## config.mk

```make
export PLATFORM = sky130hd
export DESIGN_NAME = imm_extend_pipe
export DESIGN_NICKNAME = d
export VERILOG_FILES = /design/src/rtl/imm_extend_pipe_pkg.sv /design/src/rtl/imm_extend_pipe_core.sv /design/src/rtl/imm_extend_pipe.sv
export SDC_FILE = /design/constraint.sdc
export NUM_CORES = 1
export LEC_CHECK = 0
export BUFFER_PORTS_ARGS = -buffer_cell sky130_fd_sc_hd__buf_2
export CAP_MARGIN = 10
export CORE_MARGIN = 2
export CORE_UTILIZATION = 48
export CTS_CLUSTER_DIAMETER = 200
export DETAILED_ROUTE_END_ITERATION = 10
export PLACE_DENSITY = 0.83
export SKIP_CTS_REPAIR_TIMING = 1
export SYNTH_ARGS = -nofsm -noshare
export SYNTH_HDL_FRONTEND = slang
export SYNTH_SLANG_ARGS = --single-unit
```

## constraint.sdc

```tcl
create_clock -name clk -period 1.7 [get_ports clk]
set_input_delay 0.255 -clock clk [delete_from_list [all_inputs] [get_ports clk]]
set_output_delay 0.255 -clock clk [all_outputs]
set_load 0.02 [all_outputs]
```

## src/rtl/imm_extend_pipe_pkg.sv

```systemverilog
// Shared types, opcode patterns and the format classifier for the LEGv8 immediate generator.
package imm_pkg;

    typedef enum logic [2:0] {
        FMT_NONE = 3'd0,
        FMT_B    = 3'd1,
        FMT_CB   = 3'd2,
        FMT_D    = 3'd3,
        FMT_I    = 3'd4,
        FMT_IW   = 3'd5
    } fmt_e;

    localparam int unsigned B_W  = 26;
    localparam int unsigned CB_W = 19;
    localparam int unsigned D_W  = 9;
    localparam int unsigned I_W  = 12;
    localparam int unsigned IW_W = 16;

    localparam logic [5:0]  OP_B     = 6'b000101;
    localparam logic [5:0]  OP_BL    = 6'b100101;
    localparam logic [7:0]  OP_CBZ   = 8'b10110100;
    localparam logic [7:0]  OP_CBNZ  = 8'b10110101;
    localparam logic [7:0]  OP_BCOND = 8'b01010100;
    localparam logic [10:0] OP_LDUR  = 11'b11111000010;
    localparam logic [10:0] OP_STUR  = 11'b11111000000;
    localparam logic [9:0]  OP_ADDI  = 10'b1001000100;
    localparam logic [9:0]  OP_ADDIS = 10'b1011000100;
    localparam logic [9:0]  OP_SUBI  = 10'b1101000100;
    localparam logic [9:0]  OP_SUBIS = 10'b1111000100;
    localparam logic [9:0]  OP_ANDI  = 10'b1001001000;
    localparam logic [9:0]  OP_ORRI  = 10'b1011001000;
    localparam logic [9:0]  OP_EORI  = 10'b1101001000;
    localparam logic [8:0]  OP_MOVZ  = 9'b110100101;
    localparam logic [8:0]  OP_MOVK  = 9'b111100101;

    // Checked in priority order; the first matching format wins.
    function automatic fmt_e classify(input logic [31:0] instr);
        fmt_e f;
        f = FMT_NONE;
        if (instr[31:26] == OP_B || instr[31:26] == OP_BL) begin
            f = FMT_B;
        end else if (instr[31:24] == OP_CBZ || instr[31:24] == OP_CBNZ ||
                     instr[31:24] == OP_BCOND) begin
            f = FMT_CB;
        end else if (instr[31:21] == OP_LDUR || instr[31:21] == OP_STUR) begin
            f = FMT_D;
        end else if (instr[31:22] == OP_ADDI  || instr[31:22] == OP_ADDIS ||
                     instr[31:22] == OP_SUBI  || instr[31:22] == OP_SUBIS ||
                     instr[31:22] == OP_ANDI  || instr[31:22] == OP_ORRI  ||
                     instr[31:22] == OP_EORI) begin
            f = FMT_I;
        end else if (instr[31:23] == OP_MOVZ || instr[31:23] == OP_MOVK) begin
            f = FMT_IW;
        end
        return f;
    endfunction

endpackage

```

## src/rtl/imm_extend_pipe_core.sv

```systemverilog
// Combinational immediate extraction and extension for a pre-classified instruction.
module imm_extend_core
    import imm_pkg::*;
#(
    parameter int unsigned XLEN         = 64,
    parameter bit          SHIFT_BRANCH = 1'b0
) (
    input  fmt_e             fmt_i,
    input  logic [25:0]      field_i,
    output logic [XLEN-1:0]  imm_o,
    output logic             illegal_o
);

    logic [B_W-1:0]  b_fld;
    logic [CB_W-1:0] cb_fld;
    logic [D_W-1:0]  d_fld;
    logic [I_W-1:0]  i_fld;
    logic [IW_W-1:0] iw_fld;
    logic [1:0]      hw;
    logic [63:0]     wide;

    assign b_fld  = field_i[25:0];
    assign cb_fld = field_i[23:5];
    assign d_fld  = field_i[20:12];
    assign i_fld  = field_i[21:10];
    assign iw_fld = field_i[20:5];
    assign hw     = field_i[22:21];

    // Work at 64 bits and truncate so sign extension and shifts behave the same for both XLENs.
    always_comb begin
        wide      = '0;
        illegal_o = 1'b0;
        case (fmt_i)
            FMT_B: begin
                wide = {{(64-B_W){b_fld[B_W-1]}}, b_fld};
                if (SHIFT_BRANCH) wide = wide << 2;
            end
            FMT_CB: begin
                wide = {{(64-CB_W){cb_fld[CB_W-1]}}, cb_fld};
                if (SHIFT_BRANCH) wide = wide << 2;
            end
            FMT_D:   wide = {{(64-D_W){d_fld[D_W-1]}}, d_fld};
            FMT_I:   wide = {{(64-I_W){1'b0}}, i_fld};
            FMT_IW: begin
                if (XLEN == 32 && hw[1]) begin
                    illegal_o = 1'b1;
                end else begin
                    wide = {{(64-IW_W){1'b0}}, iw_fld} << {hw, 4'b0000};
                end
            end
            default: illegal_o = 1'b1;
        endcase
    end

    assign imm_o = wide[XLEN-1:0];

endmodule

```

## src/rtl/imm_extend_pipe.sv

```systemverilog
// Two-stage valid/ready immediate generator: classify, then extend, with flush and illegal counter.
module imm_extend_pipe
    import imm_pkg::*;
#(
    parameter int unsigned XLEN         = 64,
    parameter bit          SHIFT_BRANCH = 1'b0,
    parameter int unsigned CNT_W        = 16
) (
    input  logic             clk,
    input  logic             reset,
    input  logic             flush,
    input  logic             in_valid,
    output logic             in_ready,
    input  logic [31:0]      in_instr,
    output logic             out_valid,
    input  logic             out_ready,
    output logic [XLEN-1:0]  out_imm,
    output logic [2:0]       out_fmt,
    output logic             out_illegal,
    output logic [CNT_W-1:0] illegal_cnt
);

    if (XLEN != 32 && XLEN != 64) begin : g_bad_xlen
        $error("imm_extend_pipe: XLEN must be 32 or 64");
    end

    logic             s1_valid_q, s1_valid_d;
    fmt_e             s1_fmt_q, s1_fmt_d;
    logic [25:0]      s1_field_q, s1_field_d;
    logic             s2_valid_q, s2_valid_d;
    fmt_e             s2_fmt_q, s2_fmt_d;
    logic [XLEN-1:0]  s2_imm_q, s2_imm_d;
    logic             s2_illegal_q, s2_illegal_d;
    logic [CNT_W-1:0] cnt_q, cnt_d;

    logic             s2_load;
    logic             accept;
    logic             out_fire;
    logic [XLEN-1:0]  core_imm;
    logic             core_illegal;

    assign s2_load  = s1_valid_q & (~s2_valid_q | out_ready);
    assign in_ready = ~s1_valid_q | s2_load;
    assign accept   = in_valid & in_ready & ~flush;
    assign out_fire = s2_valid_q & out_ready;

    imm_extend_core #(
        .XLEN         (XLEN),
        .SHIFT_BRANCH (SHIFT_BRANCH)
    ) u_core (
        .fmt_i     (s1_fmt_q),
        .field_i   (s1_field_q),
        .imm_o     (core_imm),
        .illegal_o (core_illegal)
    );

    always_comb begin
        s1_valid_d   = s1_valid_q;
        s1_fmt_d     = s1_fmt_q;
        s1_field_d   = s1_field_q;
        s2_valid_d   = s2_valid_q;
        s2_fmt_d     = s2_fmt_q;
        s2_imm_d     = s2_imm_q;
        s2_illegal_d = s2_illegal_q;
        cnt_d        = cnt_q;

        if (flush) begin
            s1_valid_d = 1'b0;
            s2_valid_d = 1'b0;
        end else begin
            if (accept)       s1_valid_d = 1'b1;
            else if (s2_load) s1_valid_d = 1'b0;
            if (s2_load)       s2_valid_d = 1'b1;
            else if (out_fire) s2_valid_d = 1'b0;
        end

        if (accept) begin
            s1_fmt_d   = classify(in_instr);
            s1_field_d = in_instr[25:0];
        end

        // Output registers keep their last value across a flush.
        if (s2_load && !flush) begin
            s2_fmt_d     = s1_fmt_q;
            s2_imm_d     = core_imm;
            s2_illegal_d = core_illegal;
        end

        if (out_fire && s2_illegal_q && cnt_q != '1) begin
            cnt_d = cnt_q + CNT_W'(1);
        end
    end

    always_ff @(posedge clk) begin
        if (reset) begin
            s1_valid_q   <= 1'b0;
            s1_fmt_q     <= FMT_NONE;
            s1_field_q   <= '0;
            s2_valid_q   <= 1'b0;
            s2_fmt_q     <= FMT_NONE;
            s2_imm_q     <= '0;
            s2_illegal_q <= 1'b0;
            cnt_q        <= '0;
        end else begin
            s1_valid_q   <= s1_valid_d;
            s1_fmt_q     <= s1_fmt_d;
            s1_field_q   <= s1_field_d;
            s2_valid_q   <= s2_valid_d;
            s2_fmt_q     <= s2_fmt_d;
            s2_imm_q     <= s2_imm_d;
            s2_illegal_q <= s2_illegal_d;
            cnt_q        <= cnt_d;
        end
    end

    assign out_valid   = s2_valid_q;
    assign out_imm     = s2_imm_q;
    assign out_fmt     = s2_fmt_q;
    assign out_illegal = s2_illegal_q;
    assign illegal_cnt = cnt_q;

endmodule

```

==> impl_metrics.env <==
export IMPL_outcome="finished with violations"
export IMPL_failed_checks="hold timing"
export IMPL_clock_sinks=115
export IMPL_ys_top_cells_by_area="dfxtp_1 (45%), nand2_1 (10%), a21oi_1 (9.5%)"
export IMPL_place_gp_congestion=0.902
export IMPL_startpoint_type="flop"
export IMPL_grt_max_degree=62
export IMPL_leakage_nw=2.73
export IMPL_cts_tree="built"
export IMPL_finalSetupViolations=0
export IMPL_cts_buffers=17
export IMPL_internal_power_mw=5.13
export IMPL_htree_levels=4
export IMPL_finalNetCount=813
export IMPL_hp_start="in_instr[14]"
export IMPL_drv_slew=0
export IMPL_worst_setup_path_type="reg2reg"
export IMPL_wl_mm=15.1
export IMPL_io_pins=123
export IMPL_drt_pass1_iter_count=5
export IMPL_dieArea_um2=11400
export IMPL_r2r_cells=5
export IMPL_max_cap_violations=0
export IMPL_initial_core_util_pct=49.2
export IMPL_async_flop_share_pct=0
export IMPL_grtUsageTotal_pct=25.8
export IMPL_postSynthAreaPerCell_um2=8.02
export IMPL_diodes=0
export IMPL_antenna_left=0
export IMPL_row_count=37
export IMPL_cellPowerDensity_nw_per_um2=994
export IMPL_finalNonFillerCells=924
export IMPL_combPwrFrac_pct=5.9
export IMPL_drtIter0Drc=399
export IMPL_insertion_delay_ns=0.51
export IMPL_die_height_um=107
export IMPL_grt_pass1_vias=4867
export IMPL_yosysMostFrequentCell="nand2_1"
export IMPL_synth_edf_count=0
export IMPL_period_needed_ns=1.63
export IMPL_sequentialPowerShare_pct=41.8
export IMPL_synth_top_area_share_pct=45.5
export IMPL_synthDistinctLibCells=55
export IMPL_r2r_end="illegal_cnt[12]$_SDFFE_PP0P_"
export IMPL_min_to="s1_field_q[14]$_SDFFE_PP0P_"
export IMPL_yosys_area_top_type="dfxtp_1"
export IMPL_place_detailed_hpwl_mm=10.4
export IMPL_switching_share_pct=23.1
export IMPL_rrSetupSlack_ns=0.07
export IMPL_syn_to_final_growth_pct=32.8
export IMPL_synthTopCellsByCount="nand2_1 (135), dfxtp_1 (115), a21oi_1 (96)"
export IMPL_ys_warn_count=0
export IMPL_grt_pass1_wl_mm=23.4
export IMPL_syn_nets=669
export IMPL_pre_cts_ws_ns=-0.134
export IMPL_crit_fanout=5
export IMPL_syn_area_um2=5060
export IMPL_synth_seq_cells=115
export IMPL_period_share_pct=96.0
export IMPL_clkTransAtPathRegs_ns=0.05
export IMPL_clock_power_share_pct=52.3
export IMPL_hold_viol=5
export IMPL_ys_flop_type="dfxtp_1"
export IMPL_yosysSeqAreaShare_pct=45.5
export IMPL_placed_cells=885
export IMPL_max_freq_ghz=0.613
export IMPL_critPathArrivalTime_ns=2.03
export IMPL_whs_path_depth=3
export IMPL_cts_root_buf="clkbuf_8"
export IMPL_die_x_um=107
export IMPL_r2r_start="out_illegal$_SDFFE_PP0P_"
export IMPL_antenna_found_initial=0
export IMPL_switchingPower_mw=1.54
export IMPL_slew_headroom_pct=69.7
export IMPL_num_vias=5230
export IMPL_wl_per_cell_um=16.3
export IMPL_io_buffers=122
export IMPL_hp_class="in2reg"
export IMPL_hold_ws_ns=-0.0117
export IMPL_route_detailed_drc=0
export IMPL_num_fill_cells=834
export IMPL_fin_skew_ns=0.00626
export IMPL_grt_overflow_total=0
export IMPL_core_um2=10300
export IMPL_viasPerCell=5.66
export IMPL_tightest_slew_ns=0.455
export IMPL_vdd_drop_max_v=0.000686
export IMPL_netlist_instances=631
export IMPL_layout_drive_gt1_share_pct=30.8
export IMPL_setup_slack_ns=0.0681
export IMPL_crit_required_ns=2.10
export IMPL_end_kind="flop"
export IMPL_cts_buffer_depth=2
## layer usage
metal  share of wire (%)  GRT usage, %  vias up
li1                    -             -     2499
met1                  40          32.0     2418
met2                  48          44.0      274
met3                 8.8          5.11       39
met4                 2.7          10.3        0
met5                   0             0        -
## power by group through the flow
| stage | registers [mW] | clock network (mW) | logic, mW |
|---|---|---|---|
| after CTS | 2.79 | 3.51 | 0.380 |
| after global routing | 2.79 | 3.63 | 0.431 |
| after floorplan | 2.81 | 0 | 0.226 |
| after global placement | 2.84 | 0 | 0.365 |
| final | 2.79 | 3.49 | 0.395 |
| after detailed placement | 2.85 | 0 | 0.376 |
## sequential cells by signal, summed over array words and instances, names as in the netlist
register     cells
out_valid        1
out_imm         64
out_fmt          3
s1_valid_q       1
s1_fmt_q         3
illegal_cnt     16
s1_field_q      26
out_illegal      1
## cell usage in the layout, fill, tap and decap left out, types with 3 or more instances in the layout
cell             n
a21oi_1         95
clkbuf_16       16
a22o_1           3
buf_12           4
a22oi_1          4
o21ai_0         18
clkinv_2         3
xnor2_1         10
buf_2          122
clkbuf_1         3
bufinv_16        3
nor2b_1          7
dfxtp_1        106
a222oi_1        12
nand4_1          3
buf_4           44
nor2_1          26
dlygate4sd3_1    4
nor3_2           3
dfxtp_2          7
and3_1           4
clkinv_4         3
nor3_1           8
o21ai_1         60
nand2_1        134
inv_1           12
mux2_2           8
nand3_1          6
## cell families after synthesis
family	share of synthesized area [%]
mux	1.98
xor+xnor	2.25
simple gates	21.1
flops	45.5
buf+inv	6.13
fa+ha+maj	0.247
compound gates	22.8
## worst max-delay path: stages (launching register included)
cell and delay [ns]:
dfxtp_1 0.39, nand3_1 0.18, or3_4 0.43, nor3_1 0.19, nor2_1 0.06, a311oi_1 0.27
## worst max-delay path by stage
stage / startpoint / end / slack [ns] / depth (start not counted)
2_1_floorplan: illegal_cnt[7]$_SDFFE_PP0P_ / illegal_cnt[13]$_SDFFE_PP0P_ / 0.03 / 5
4_1_cts: s1_fmt_q[1]$_SDFFE_PP0P_ / out_imm[54]$_SDFFE_PP0P_ / -0.18 / 4
3_5_place_dp: s1_fmt_q[1]$_SDFFE_PP0P_ / out_imm[50]$_SDFFE_PP0P_ / -0.13 / 4
6_report: out_illegal$_SDFFE_PP0P_ / illegal_cnt[12]$_SDFFE_PP0P_ / 0.07 / 5
3_3_place_gp: s1_fmt_q[1]$_SDFFE_PP0P_ / out_imm[63]$_SDFFE_PP0P_ / -0.07 / 4
5_1_grt: illegal_cnt[14]$_SDFFE_PP0P_ / illegal_cnt[3]$_SDFFE_PP0P_ / -0.03 / 7
## area by class of cell
class	instances	area (um^2)	area share, %
tap	136	170	2.53
multi-input combinational	454	2530	37.7
timing repair buffer	175	1070	16.0
clock buffer	20	425	6.33
inverter	12	45.0	0.670
clock inverter	12	156	2.33
sequential	115	2320	34.5
## through the flow
| stage | cell area [um^2] | setup TNS (ns) | utilization (%) | total power [mW] |
|---|---|---|---|---|
| final | 6720 | 0 | 65.4 | 6.68 |
| after global routing | 6720 | -0.0486 | 65.4 | 6.86 |
| after CTS | 6580 | -3.98 | 64.0 | 6.68 |
| after detailed placement | 5990 | -2.32 | 58.3 | 3.22 |
| after global placement | 5990 | -0.897 | 58.3 | 3.21 |
| after floorplan | 5070 | 0 | - | 3.04 |
Note: power is estimated with default switching activity, not from simulation.
